[config.mk]
export PLATFORM = sky130hd
export DESIGN_NAME = switch_debouncer
export DESIGN_NICKNAME = d
export VERILOG_FILES = /design/src/rtl/switch_debouncer_pkg.sv /design/src/rtl/debounce_bit.sv /design/src/rtl/switch_debouncer.sv
export SDC_FILE = /design/constraint.sdc
export NUM_CORES = 1
export LEC_CHECK = 0
export ABC_AREA = 1
export ABC_CLOCK_PERIOD_IN_PS = 2000
export CAP_MARGIN = 40
export CORE_ASPECT_RATIO = 1.5
export CORE_MARGIN = 1.5
export CORE_UTILIZATION = 50
export CTS_CLUSTER_DIAMETER = 50
export CTS_CLUSTER_SIZE = 14
export DETAILED_ROUTE_END_ITERATION = 16
export PLACE_DENSITY = 0.69
export SLEW_MARGIN = 20
export SYNTH_ARGS = -nofsm -noshare
export SYNTH_HDL_FRONTEND = slang
export SYNTH_HIERARCHICAL = 1
export SYNTH_SLANG_ARGS = --single-unit
export TNS_END_PERCENT = 10
[constraint.sdc]
create_clock -name clk -period 2 [get_ports clk]
set_clock_uncertainty 0.2 [all_clocks]
set_input_delay 0.6 -clock clk [delete_from_list [all_inputs] [get_ports clk]]
set_output_delay 0.6 -clock clk [all_outputs]
set_load 0.02 [all_outputs]
[src/rtl/switch_debouncer_pkg.sv]
// Shared constants for the switch/button conditioning front end.
//   DEBOUNCE_10MS : default stability window, 10 ms at a 100 MHz clock.
//   SYNC_STAGES   : depth of the metastability synchroniser on every raw input.
package switch_debouncer_pkg;

  localparam int DEBOUNCE_10MS = 1000000;
  localparam int SYNC_STAGES   = 2;

endpackage

[src/rtl/debounce_bit.sv]
// Purpose : synchronise one asynchronous input and accept a new level only after it is stable.
// Latency : a steady raw level appears on q exactly SYNC_STAGES+STABLE_CYCLES rising edges after first sampled.
// Ports   : clk, reset (async, active high), d_raw (async input), q (debounced level),
//           q_rise / q_change (strobes, high in the cycle whose closing edge loads a new q).
module debounce_bit
  import switch_debouncer_pkg::*;
#(
  parameter int STABLE_CYCLES = DEBOUNCE_10MS
) (
  input  logic clk,
  input  logic reset,
  input  logic d_raw,
  output logic q,
  output logic q_rise,
  output logic q_change
);

  localparam int CNT_W = $clog2(STABLE_CYCLES);
  localparam logic [CNT_W-1:0] CNT_MAX = CNT_W'(STABLE_CYCLES - 1);

  logic [SYNC_STAGES-1:0] sync;
  logic                   s2;
  logic [CNT_W-1:0]       cnt;
  logic                   accept;

  assign s2 = sync[SYNC_STAGES-1];

  // The edge that would push the counter past its last value loads the new level instead,
  // so the counter never wraps.
  assign accept   = (s2 != q) && (cnt == CNT_MAX);
  assign q_change = accept;
  assign q_rise   = accept && s2;

  always_ff @(posedge clk or posedge reset) begin
    if (reset) begin
      sync <= '0;
      cnt  <= '0;
      q    <= 1'b0;
    end else begin
      sync <= {sync[SYNC_STAGES-2:0], d_raw};
      if (s2 == q) begin
        // Any return to the accepted level (a glitch) restarts the window.
        cnt <= '0;
      end else if (accept) begin
        q   <= s2;
        cnt <= '0;
      end else begin
        cnt <= cnt + CNT_W'(1);
      end
    end
  end

endmodule

[src/rtl/switch_debouncer.sv]
// Purpose : debounce W slide switches and one push button; toggle sel per press, flag sw updates.
// Latency : sw/sel follow a steady raw level after 2+STABLE_CYCLES edges; sw_changed one cycle after sw moves.
// Ports   : clk, reset (async, active high), sw_raw[W], btn_raw -> sw[W], sel, sw_changed.
module switch_debouncer
  import switch_debouncer_pkg::*;
#(
  parameter int W             = 7,
  parameter int STABLE_CYCLES = DEBOUNCE_10MS
) (
  input  logic         clk,
  input  logic         reset,
  input  logic [W-1:0] sw_raw,
  input  logic         btn_raw,
  output logic [W-1:0] sw,
  output logic         sel,
  output logic         sw_changed
);

  // Bit W of the per-input vectors is the push button; bits W-1:0 are the switches.
  localparam logic [W:0] SW_MASK = {1'b0, {W{1'b1}}};

  logic [W:0] raw_all;
  logic [W:0] db_all;
  logic [W:0] rise_all;
  logic [W:0] chg_all;
  logic       btn_db;
  logic       btn_press;
  logic       sw_update;
  logic       upd_q;

  assign raw_all = {btn_raw, sw_raw};

  for (genvar i = 0; i <= W; i++) begin : g_bit
    debounce_bit #(
      .STABLE_CYCLES(STABLE_CYCLES)
    ) u_bit (
      .clk      (clk),
      .reset    (reset),
      .d_raw    (raw_all[i]),
      .q        (db_all[i]),
      .q_rise   (rise_all[i]),
      .q_change (chg_all[i])
    );
  end

  assign sw     = db_all[W-1:0];
  assign btn_db = db_all[W];

  // Press strobe lines up with the edge that raises btn_db; release never toggles.
  assign btn_press = (|(rise_all & ~SW_MASK)) && !btn_db;
  // Several switches accepted on the same edge collapse into one update.
  assign sw_update = |(chg_all & SW_MASK);

  // upd_q is high in the first cycle sw shows its new value; sw_changed follows it by one cycle.
  always_ff @(posedge clk or posedge reset) begin
    if (reset) begin
      sel        <= 1'b0;
      upd_q      <= 1'b0;
      sw_changed <= 1'b0;
    end else begin
      if (btn_press) begin
        sel <= ~sel;
      end
      upd_q      <= sw_update;
      sw_changed <= upd_q;
    end
  end

endmodule
==> flow_metrics.tcl, run 1 <==
set metrics [dict create \
    cts_buffers 17 \
    timing.hold.worst.class "flip-flop to flip-flop" \
    cts_tree "built" \
    vias 8837 \
    maxCapViolCount 0 \
    area_growth_pct 11.81 \
    die_h_um 180.8 \
    worstPathArrival_ns 1.16 \
    start_util_pct 51.40 \
    critPathRequiredTime_ns 1.20 \
    route.detailed.drc 0 \
    slew_headroom_pct 69.34 \
    clock-sinks 187 \
    clock-root-buffer "clkbuf_16" \
    leakagePower_nw 5.241 \
    crit_cells 1 \
    grt_pass1_vias 8781 \
    netlist_area_um2 10540 \
    cp_cell_sequence "dlygate4sd2_1" \
    htreeDepth 4 \
    core-area_um2 20500 \
    ir_drop_uv 566.0 \
    outcome "completed" \
    cts_max_path_buffers 2 \
    setup_viol 0 \
    endpoint_kind "output pin" \
    fin_crit_ns 1.962 \
    wire_per_inst_um 13.29 \
    worst_pin_slew_ns 0.4588 \
    firstDrtPassIters 5 \
    drv_slew 0 \
    syn_nets 1399 \
    finalNetCount 1446 \
    crit_path_start_kind "flip-flop" \
    worstSetupPathType "flip-flop to output pin" \
    hold_viol 0 \
    p_per_area_nw_per_um2 660.5 \
    post_cts_buffers 0 \
    fin_setup_tns_ns 0 \
    crit_family "flip-flops" \
    grt-ovfl-total 0 \
    hold_start "g_bit[5].u_bit/sync[0]" \
    syn_inst 1381 \
    antenna_found_initial 0 \
    path_buf_inv 1 \
    timing.fmax_mhz 509.6 \
    dp_hpwl_um 16890 \
    drive_gt1_share_pct 12.01 \
    routed_wl_um 22650 \
    crit_fanout 4 \
    die_x_um 121.5 \
    post-route-period-util_pct 98.11 \
    hold_depth 0 \
    n_fill_cell 1903 \
    grt_max_degree 24 \
    gp_congestion 0.9060 \
    drt_iter0_markers 488 \
    rsz0062_at_grt "false" \
    cpMaxStageDelayCell "dfrtp_1" \
    grt_first_pass_wirelength_um 39250 \
    clk_pin_slew_ns 0.07 \
    viasPerCell 5.183 \
    fin_hold_ws_ns 0.1495 \
    rr_startpoint "g_bit[3].u_bit/cnt[0]" \
    critical-path-max-stage-delay_ns 0.40 \
    syn_avg_cell_area_um2 7.630 \
    ctsHoldBuffers 0 \
    diodes 0 \
    reg2reg_depth 9 \
    rows 64 \
    ioPinCount 19 \
    grt.total_usage_pct 22.07 \
    dieArea_um2 21970 \
    ant_nets 0 \
    setup.worst_path.start "g_bit[6].u_bit/q" \
    clkLatencyLatePin_ns 0.44 \
    portBuffers 18 \
    ys_warn_count 6 \
]
[timing repair]
action                                  in CTS  in global routing
cloned                                       0                  0
endpoints found under the setup margin       9                  6
pin swaps                                    0                  0
gates resized for setup                     10                  8
[path summary, 6_finish.rpt]
kind / slack, ns / to
hold / removal: 0.15 / g_bit[5].u_bit/sync[1]
hold reg to reg: 0.15 / g_bit[5].u_bit/sync[1]
setup / recovery: 0.04 / sw[6]
setup reg to reg: 0.15 / upd_q
min in group asynchronous: 0.47 / sw_changed
max in group asynchronous: 0.80 / g_bit[4].u_bit/cnt[3]
[cell usage in the layout (no fill, tap or decap), drive strengths merged]
cell type and instances:
inv 175, nand4 40, xnor2 24, ha 8
clkinv 11, clkdlybuf4s50 9, nand3b 9, clkbuf 20
nor2 337, nand2 295, nor3 25, a21oi 16
xor2 48, o21ai 40, bufinv 3, dfrtp 187
clkinvlp 2, nand3 152, dlygate4sd2 3, clkdlybuf4s15 3
or2 8, buf 26
[layout make-up]
type / instances / area, µm² / area share [%]
clock buffer: 17 / 425.4 / 3.610
clock inverter: 15 / 200.2 / 1.699
inverter: 176 / 660.6 / 5.607
multi-input combinational: 1002 / 5067 / 43.01
sequential: 187 / 4679 / 39.72
tap: 264 / 330.3 / 2.803
timing repair buffer: 44 / 419.2 / 3.557
[power breakdown]
| part | internal [W] | switching, W | leakage, nW |
|---|---|---|---|
| logic | 0.000114 | 0.000217 | 2.38 |
| clock network | 0.00201 | 0.00156 | 0.301 |
| registers | 0.00384 | 0.0000396 | 2.56 |
| total | 0.00596 | 0.00182 | 5.24 |
[through the flow]
step,utilization [%],cells,worst slack [ns],power (W),cell area (µm²)
2_1_floorplan,-,1381,0.3427,0.004154,10540
3_3_place_gp,54.52,1673,0.1641,0.004279,11180
3_5_place_dp,54.52,1673,0.1782,0.004287,11180
4_1_cts,57.52,1705,0.002959,0.007884,11790
5_1_grt,57.48,1705,0.001300,0.008101,11780
6_report,57.48,1705,0.03771,0.007782,11780
[layer usage]
metal | part of all wire (%) | vias to the layer above | track usage, %
met1 | 42 | 4152 | 25.31
li1 | - | 4443 | -
met2 | 52 | 179 | 39.48
met4 | 3.1 | 0 | 10.21
met3 | 2.9 | 63 | 3.725
met5 | 0 | - | 0
[state kept, by name, summed over array words and instances, names as in the netlist]
signal and count:
g_bit.u_bit/cnt 160, sel 1, g_bit.u_bit/q 8, sw_changed 1
upd_q 1, g_bit.u_bit/sync 16
Power figures use the tool's default switching activity.
==> run 2: changes to the inputs <==
- SETUP_SLACK_MARGIN: unset -> 0.3
- TNS_END_PERCENT: 10 -> unset
==> run 2 against run 1 <==
Against the previous run:
- clock power barely moved
- clock-buffer cell count did not move
- non-clock buffer count rose by 26
- critical path depth did not move
- critical endpoint is now sw[4]
- sequential share of layout area fell by 1.8 points
- highest routed layer unchanged
- sequential power barely moved
==> flow_metrics.tcl, run 2 (synthesis gave the netlist of run 1 again) <==
set metrics [dict create \
    clock-root-buffer "clkbuf_16" \
    cpMaxStageDelayCell "dfrtp_1" \
    antenna_found_initial 0 \
    critPathRequiredTime_ns 1.20 \
    crit_family "flip-flops" \
    grt-ovfl-total 0 \
    rows 64 \
    grt_first_pass_wirelength_um 39590 \
    area_growth_pct 17.03 \
    route.detailed.drc 0 \
    grt_max_degree 24 \
    rsz0062_at_grt "true" \
    firstDrtPassIters 6 \
    place_worst_setup_slack_ns 0.1782 \
    viasPerCell 5.225 \
    clkLatencyLatePin_ns 0.44 \
    post-route-period-util_pct 88.51 \
    n_fill_cell 1838 \
    cp_cell_sequence "buf_6" \
    worst_slack_ns 0.2297 \
    outcome "completed" \
    maxCapViolCount 0 \
    timing.fmax_mhz 564.9 \
    largest_reg_flops 160 \
    path_buf_inv 1 \
    gp_congestion 0.9060 \
    drt_iter0_markers 472 \
    die_x_um 121.5 \
    wire_per_inst_um 13.80 \
    dp_hpwl_um 16890 \
    crit_fanout 2 \
    fin_setup_tns_ns 0 \
    grt.total_usage_pct 22.27 \
    p_per_area_nw_per_um2 636.7 \
    final_common_cell "nor2_1" \
    htreeDepth 4 \
    slew_headroom_pct 68.13 \
    worstPathArrival_ns 0.97 \
    worst_pin_slew_ns 0.4745 \
    finalNetCount 1477 \
    hold_viol 0 \
    start_util_pct 51.40 \
    ctsHoldBuffers 0 \
    core-area_um2 20500 \
    crit_path_start_kind "flip-flop" \
    fin_crit_ns 1.770 \
    cts_max_path_buffers 2 \
    vias 9071 \
    die_h_um 180.8 \
    leakagePower_nw 5.459 \
    worstSetupPathType "flip-flop to output pin" \
    multi_input_area_um2 5316 \
    layout.area.seq_um2 4679 \
    grt_pass1_vias 8846 \
    diodes 0 \
    cts_tree "built" \
    ioPinCount 19 \
    final_cell_mix "267 x nor2_1, 249 x nand2_1, 187 x dfrtp_1, 160 x inv_1, 137 x nand3_1" \
    timing.hold.worst.class "flip-flop to flip-flop" \
    clock-sinks 187 \
    top_register "g_bit.u_bit/cnt" \
    clk_pin_slew_ns 0.07 \
    ant_nets 0 \
    drive_gt1_share_pct 18.27 \
    cts_buffers 17 \
    setup_viol 0 \
    dieArea_um2 21970 \
    critical-path-max-stage-delay_ns 0.39 \
    endpoint_kind "output pin" \
    fin_util_pct 60.16 \
    top_regs "g_bit.u_bit/cnt (160), g_bit.u_bit/sync (16), g_bit.u_bit/q (8)" \
    drv_slew 0 \
    portBuffers 18 \
    routed_wl_um 23960 \
    ir_drop_uv 562.3 \
]
## run 2: changes by cell type in the layout (fill, tap and decap cells not counted), sizes merged
cell | previous run | this run
dlygate4sd2 | 3 | 0
clkinvlp | 2 | 11
clkbuf | 20 | 17
clkinv | 11 | 4
buf | 26 | 61
nand2 | 295 | 298
clkdlybuf4s15 | 3 | 0
## run 2: final timing paths
path / cells past startpoint / slack (ns) / start / endpoint
max: 1 / 0.23 / g_bit[4].u_bit/q / sw[4]
min: 0 / 0.15 / g_bit[5].u_bit/sync[0] / g_bit[5].u_bit/sync[1]
max reg2reg: 9 / 0.33 / g_bit[4].u_bit/q / g_bit[4].u_bit/cnt[9]
min reg2reg: 0 / 0.15 / g_bit[5].u_bit/sync[0] / g_bit[5].u_bit/sync[1]
max in group asynchronous: 3 / 0.79 / reset / g_bit[5].u_bit/cnt[2]
min in group asynchronous: 2 / 0.49 / reset / sw_changed
## run 2: repair_timing
| item | CTS | global route |
|---|---|---|
| cloned | 0 | 6 |
| resized for setup | 71 | 65 |
| pin swaps | 3 | 10 |
| setup endpoints to repair | 23 | 176 |
| buffers inserted | 11 | 14 |
## run 2: layout make-up
class | instances | area share (%)
Inverter | 176 | 5.570
Clock inverter | 15 | 1.623
Timing Repair Buffer | 70 | 5.519
Clock buffer | 17 | 3.450
Tap cell | 264 | 2.679
Sequential cell | 187 | 37.95
Timing Repair inverter | 2 | 0.1015
Multi-Input combinational cell | 1005 | 43.11
## run 2: through the flow
stage	cell area [µm²]	std cells	hold WS (ns)	total power, W
finish	12330	1736	0.1492	0.007851
CTS	11950	1716	0.1527	0.007887
detailed placement	11180	1673	0.1356	0.004287
global route	12330	1736	0.1592	0.008173
floorplan	10540	1381	0.1312	0.004154
global placement	11180	1673	0.1350	0.004279
## run 2: metal layers
| metal | GRT usage, % | share of wire, % | vias up |
|---|---|---|---|
| met3 | 3.756 | 2.9 | 59 |
| met1 | 25.48 | 41 | 4305 |
| met2 | 39.86 | 53 | 197 |
| li1 | - | - | 4510 |
| met4 | 10.40 | 2.9 | 0 |
| met5 | 0 | 0 | - |
## run 2: worst register-to-register path: cells and delay by family, from the launching register on
kind          cells  cell delay (ns)
buf+inv           2             0.18
flops             1             0.39
simple gates      7             0.79
## run 2: power breakdown
| group | switching, W | internal (W) | total, W |
|---|---|---|---|
| Combinational | 0.000237 | 0.000153 | 0.000389 |
| Clock | 0.00156 | 0.00201 | 0.00358 |
| Sequential | 0.0000500 | 0.00384 | 0.00388 |
==> edit 1, RTL diff (flow settings as in run 2) <==
`W`: 7 -> 9.
--- a/src/rtl/switch_debouncer.sv
+++ b/src/rtl/switch_debouncer.sv
@@ -5,5 +5,5 @@
   import switch_debouncer_pkg::*;
 #(
-  parameter int W             = 7,
+  parameter int W             = 9,
   parameter int STABLE_CYCLES = DEBOUNCE_10MS
 ) (
Interface: changed (resized sw and sw_raw); port bits go from 19 to 23. No check against the original RTL was run, so the function may have changed too.
==> edit 1 against run 2 <==
Non-clock buffer count grew 5; wire length grew 25%; synthesized cell count is 24% higher; sequential cell count increased by 46; critical path depth is the same; final area up 25%; synthesized area is 24% higher; power grew 26%; count of clock-buffer cells in the layout is 13 higher; hold slack gained 0.95 ps; via count increased by 24%; sequential share of layout area about the same; setup slack worse by 120 ps; critical endpoint is now sw[3]; largest power group unchanged.
==> edit 1: results (changes against run 2) <==
----------------------------------------------------
[Routing]
  Detailed Route WL ... 30,000 um (+25%)
  Number of vias per cell after detailed routing ... 5.23 (+0.11%)
  Count of routing violations after the opening detailed-route iteration ... 567 (+20%)
  Initial DRT Pass Iterations ... 6 (unchanged)

[Placement]
  Count of input and output buffers ... 22 (+4)
  Weighted congestion reported at the end of routability-driven placement ... 0.939 (+3.6%)
  Half-perimeter wire length of the detailed placement result ... 21,600 um (+28%)
  Instance area at placement ... 13,900 um^2 (+24%)
  Pre-CTS setup slack ... 186 ps (+7.56 ps)

[Final layout]
  Filler Cell Count ... 2,342 (+27%)
  Registers with the most flip-flops ... g_bit.u_bit/cnt: 200 flops, g_bit.u_bit/sync: 20 flops, g_bit.u_bit/q: 10 flops
  Final Instance Count excl. Fillers ... 2,147 (+24%)
  Ratio of cells with drive above 1 in the final layout ... 18.0% (-0.30 points)
  Nets ... 1,822 (+23%)
  Antenna fix cells ... 0 (unchanged)

[Power and ir drop]
  Standby leakage power ... 6.79 nW (+24%)
  Largest vdd supply drop ... 0.645 mV (+15%)

[Clock network]
  CTS Buf Count ... 26 (+9)
  Deepest clock path buffer count ... 3 (+1)
  Reg clk slew, reported paths ... 60 ps
  CTS root buffer ... sky130_fd_sc_hd__clkbuf_16
  Max H-tree Level ... 1 (-3)
  Later-pin clock latency in the skew report ... 540 ps (+100 ps)

[Global routing]
  Global-route wire length before repair ... 50,800 um (+28%)
  Maximum number of pins on one net before global-route repair ... 24 (unchanged)
  Number of antenna violations at the first check in global routing ... 0 (unchanged)
  Tot GR Track Use ... 22.5% (+0.25 points)
  Number of global-route vias before repair ... 11,200 (+26%)

[Timing]
  Measured slew at the worst slew-check pin ... 519 ps (+44.8 ps)

[Setup path]
  Critical Path Max Stage Delay ... 410 ps (+20 ps)
  Top cell family by delay on the critical path ... flip-flops
  WP data arrival ... 1090 ps (+120 ps)
  Crit Path Max Fanout ... 4 (+2)
  Worst path slowest cell ... sky130_fd_sc_hd__dfrtp_1

[Worst hold path]
  Hold Path Class ... flip-flop to flip-flop

[Synthesis]
  Post-synthesis area per instance ... 7.65 um^2 (+0.27%)
  Syn Nets ... 1,736 (+24%)
  Number of warnings reported in the yosys synthesis log ... 6 (unchanged)

[Status]
  Result of the run ... finished, final reports clean

----------------------------------------------------
==> edit 1: path summary, 6_finish.rpt <==
path	start	endpoint	slack, ps	cells past startpoint
setup / recovery	g_bit[3].u_bit/q	sw[3]	110	1
hold reg to reg	g_bit[1].u_bit/sync[0]	g_bit[1].u_bit/sync[1]	150	0
min in group asynchronous	reset	sw_changed	290	3
max in group asynchronous	reset	g_bit[2].u_bit/cnt[10]	1010	4
setup reg to reg	g_bit[0].u_bit/cnt[5]	g_bit[0].u_bit/cnt[9]	330	7
hold / removal	g_bit[1].u_bit/sync[0]	g_bit[1].u_bit/sync[1]	150	0
==> edit 1: layer usage <==
| metal | GRT usage [%] | routed length (um) |
|---|---|---|
| met5 | 0 | 0 |
| met2 | 41.7 | 16100 |
| met3 | 2.90 | 984 |
| met4 | 10.1 | 1210 |
| met1 | 25.3 | 11800 |
==> edit 1: cell type report <==
type | instances | area [um^2] | area share [%]
Clock inverter | 12 | 113 | 0.732
Clock buffer | 30 | 707 | 4.59
Timing Repair inverter | 1 | 7.51 | 0.0488
Sequential cell | 233 | 5830 | 37.9
Tap cell | 333 | 417 | 2.71
Timing Repair Buffer | 75 | 808 | 5.25
Multi-Input combinational cell | 1251 | 6680 | 43.4
Inverter | 212 | 818 | 5.32
==> edit 1: where the power goes <==
group	total (mW)	internal [mW]	switching (mW)
combinational	0.482	0.190	0.292
sequential	4.85	4.78	0.0651
clock	4.57	2.57	2.00
total	9.90	7.54	2.36
==> edit 1: repair_timing <==
action | 4_1_cts | 5_1_grt
setup endpoints to repair | 45 | 186
pin swaps | 5 | 16
resized for setup | 90 | 90
cloned | 0 | 4
buffers inserted | 11 | 15
==> edit 2, RTL diff (config.mk and constraints of run 2) <==
Made on the original files. Make the reset (`reset`) synchronous in 2 clocked blocks. Comments in the files are not updated.
--- a/src/rtl/debounce_bit.sv
+++ b/src/rtl/debounce_bit.sv
@@ -32,5 +32,5 @@
   assign q_rise   = accept && s2;
 
-  always_ff @(posedge clk or posedge reset) begin
+  always_ff @(posedge clk) begin
     if (reset) begin
       sync <= '0;
--- a/src/rtl/switch_debouncer.sv
+++ b/src/rtl/switch_debouncer.sv
@@ -53,5 +53,5 @@
 
   // upd_q is high in the first cycle sw shows its new value; sw_changed follows it by one cycle.
-  always_ff @(posedge clk or posedge reset) begin
+  always_ff @(posedge clk) begin
     if (reset) begin
       sel        <= 1'b0;
Formal check against the unedited RTL: no difference found for any inputs over 10 cycles, from zero or initial values and one cycle with reset high; that may be too few to reach the edited logic, so the function may still have changed.
==> edit 2 against run 2 <==
Non-clock buffer count down 10; cell count up 9.1%; sequential cell count unchanged; setup slack better by 45 ps; first-iteration DRC count up 3.2%; synthesized area down 3.5%; final area down 2.1%; wire length down 7.5%; register-to-register slack better by 20 ps.
Power is not compared: it rests on default switching activity, and its combinational part moved more than twofold at a synthesized area within 25%.
==> edit 2: results (changes against run 2) <==
----------------------------------------------------
[Routing]
  Count of routing violations after the opening detailed-route iteration ... 487 (+3.2%)
  Met3 wire length ... 498 um (-29%)
  Detailed route wirelength on metal2 ... 11,700 um (-7.9%)
  Vias after detailed routing ... 9,208 (+1.5%)
  Initial DRT Pass Iterations ... 4 (-2)
  Wl on met1 ... 9400 um (-4.5%)
  Routed wire per std cell ... 11.7 um (-15%)
  Top Layer Used ... met4

[Setup path]
  R2R Path End ... g_bit[4].u_bit/cnt[10]
  WP data arrival ... 930 ps (-40 ps)
  Critical Path Max Stage Delay ... 360 ps (-30 ps)
  Critical path startpoint ... g_bit[0].u_bit/q
  Setup slack on the worst flop-to-flop path ... 350 ps (+20 ps)
  Worst Reg2Reg Path Length in Cells ... 8 (-1)
  Worst path slowest cell ... sky130_fd_sc_hd__dfxtp_4
  Launching point of the worst reg2reg path ... g_bit[4].u_bit/cnt[0]

[Clock network]
  Max H-tree Level ... 4 (unchanged)
  Later-pin clock latency in the skew report ... 430 ps
  Reg clk slew, reported paths ... 70 ps (about the same)
  CTS Buf Count ... 17 (unchanged)
  CTS root buffer ... sky130_fd_sc_hd__clkbuf_16
  Deepest clock path buffer count ... 2 (unchanged)

[Global routing]
  Global-route wire length before repair ... 37,400 um (-5.5%)
  Fraction of met3 tracks used by global routing ... 3.73% (-0.029 points)
  Tot GR Track Use ... 21.5% (-0.80 points)
  Number of global-route vias before repair ... 8,739 (-1.2%)
  Number of antenna violations at the first check in global routing ... 0 (unchanged)
  Met2 demand-to-capacity share in global routing ... 41.5% (+1.7 points)
  Maximum number of pins on one net before global-route repair ... 20 (-17%)
  M1 GR Usage ... 22.8% (-2.7 points)

[Synthesis]
  Number of warnings reported in the yosys synthesis log ... 6 (unchanged)

[Final layout]
  Filler Cell Count ... 1,887 (+2.7%)
  Ratio of cells with drive above 1 in the final layout ... 19.0% (+0.76 points)
  Nets ... 1,642 (+11%)
  Registers with the most flip-flops ... g_bit.u_bit/cnt: 160 flops, g_bit.u_bit/sync: 16 flops, g_bit.u_bit/q: 8 flops
  Antenna fix cells ... 0 (unchanged)

[Worst hold path]
  Min-delay src ... g_bit[7].u_bit/sync[0]
  Worst Hold Path Cells ... 2 (+2)
  Worst Hold Path EP ... g_bit[7].u_bit/sync[1]
  Hold Path Class ... flip-flop to flip-flop

[Status]
  Result of the run ... finished, final reports clean

[Power and ir drop]
  Largest vdd supply drop ... 0.571 mV
  Standby leakage power ... 4.11 nW

[Timing]
  Final Hold Slack ... 204 ps (+54.6 ps)
  Worst slew margin relative to its limit ... 81.3% (+13 points)

[Placement]
  Instance area at placement ... 10,700 um^2 (-4.6%)
  Half-perimeter wire length of the detailed placement result ... 15,200 um (-10%)
  Weighted congestion reported at the end of routability-driven placement ... 0.870 (-4.0%)
  Count of input and output buffers ... 18 (unchanged)

----------------------------------------------------
edit 2: area by class of cell:
type | instances | area (um^2) | area share [%]
multi-input cells | 1138 | 6020 | 49.8
flip-flops and latches | 187 | 3790 | 31.4
inverters | 220 | 845 | 6.99
repair buffers | 60 | 556 | 4.60
clock buffers | 18 | 439 | 3.64
well taps | 260 | 325 | 2.69
clock inverters | 11 | 100 | 0.829
edit 2: worst min-delay path, cell delays in order, from the launching register on:
cell and delay, ps:
sky130_fd_sc_hd__dfxtp_1 300, sky130_fd_sc_hd__inv_1 40, sky130_fd_sc_hd__nor2_1 30
edit 2: through the flow:
step                utilization [%]  setup TNS (ps)  setup slack, ps  std cells  power, mW
floorplan                         -               0              390       1540       3.93
global placement               53.7          -16660             -134       1829       3.98
detailed placement             53.7          -20410             -181       1829       3.98
CTS                            58.9               0              254       1884       7.19
global route                   60.8               0              250       1894       7.36
finish                         60.8               0              275       1894       7.09
edit 2: where the power goes:
| group | internal (mW) | switching (mW) |
|---|---|---|
| Clock | 1.72 | 1.43 |
| Combinational | 0.0849 | 0.107 |
| Sequential | 3.73 | 0.0143 |
| Total | 5.54 | 1.55 |
edit 2: repair_timing:
item | 4_1_cts | 5_1_grt
buffers inserted | 17 | 6
resized for setup | 106 | 62
endpoints found under the setup margin | 164 | 156
cloned | 9 | 4
pin swaps | 6 | 28
edit 2: how the worst max path moves through the flow:
stage	slack (ps)	cells after the start	end
after global routing	250	1	sw[0]
final	270	1	sw[0]
after CTS	250	1	sw[0]
after floorplan	390	9	g_bit[7].u_bit/cnt[15]
after global placement	-130	7	g_bit[5].u_bit/cnt[12]
after detailed placement	-180	7	g_bit[3].u_bit/cnt[10]
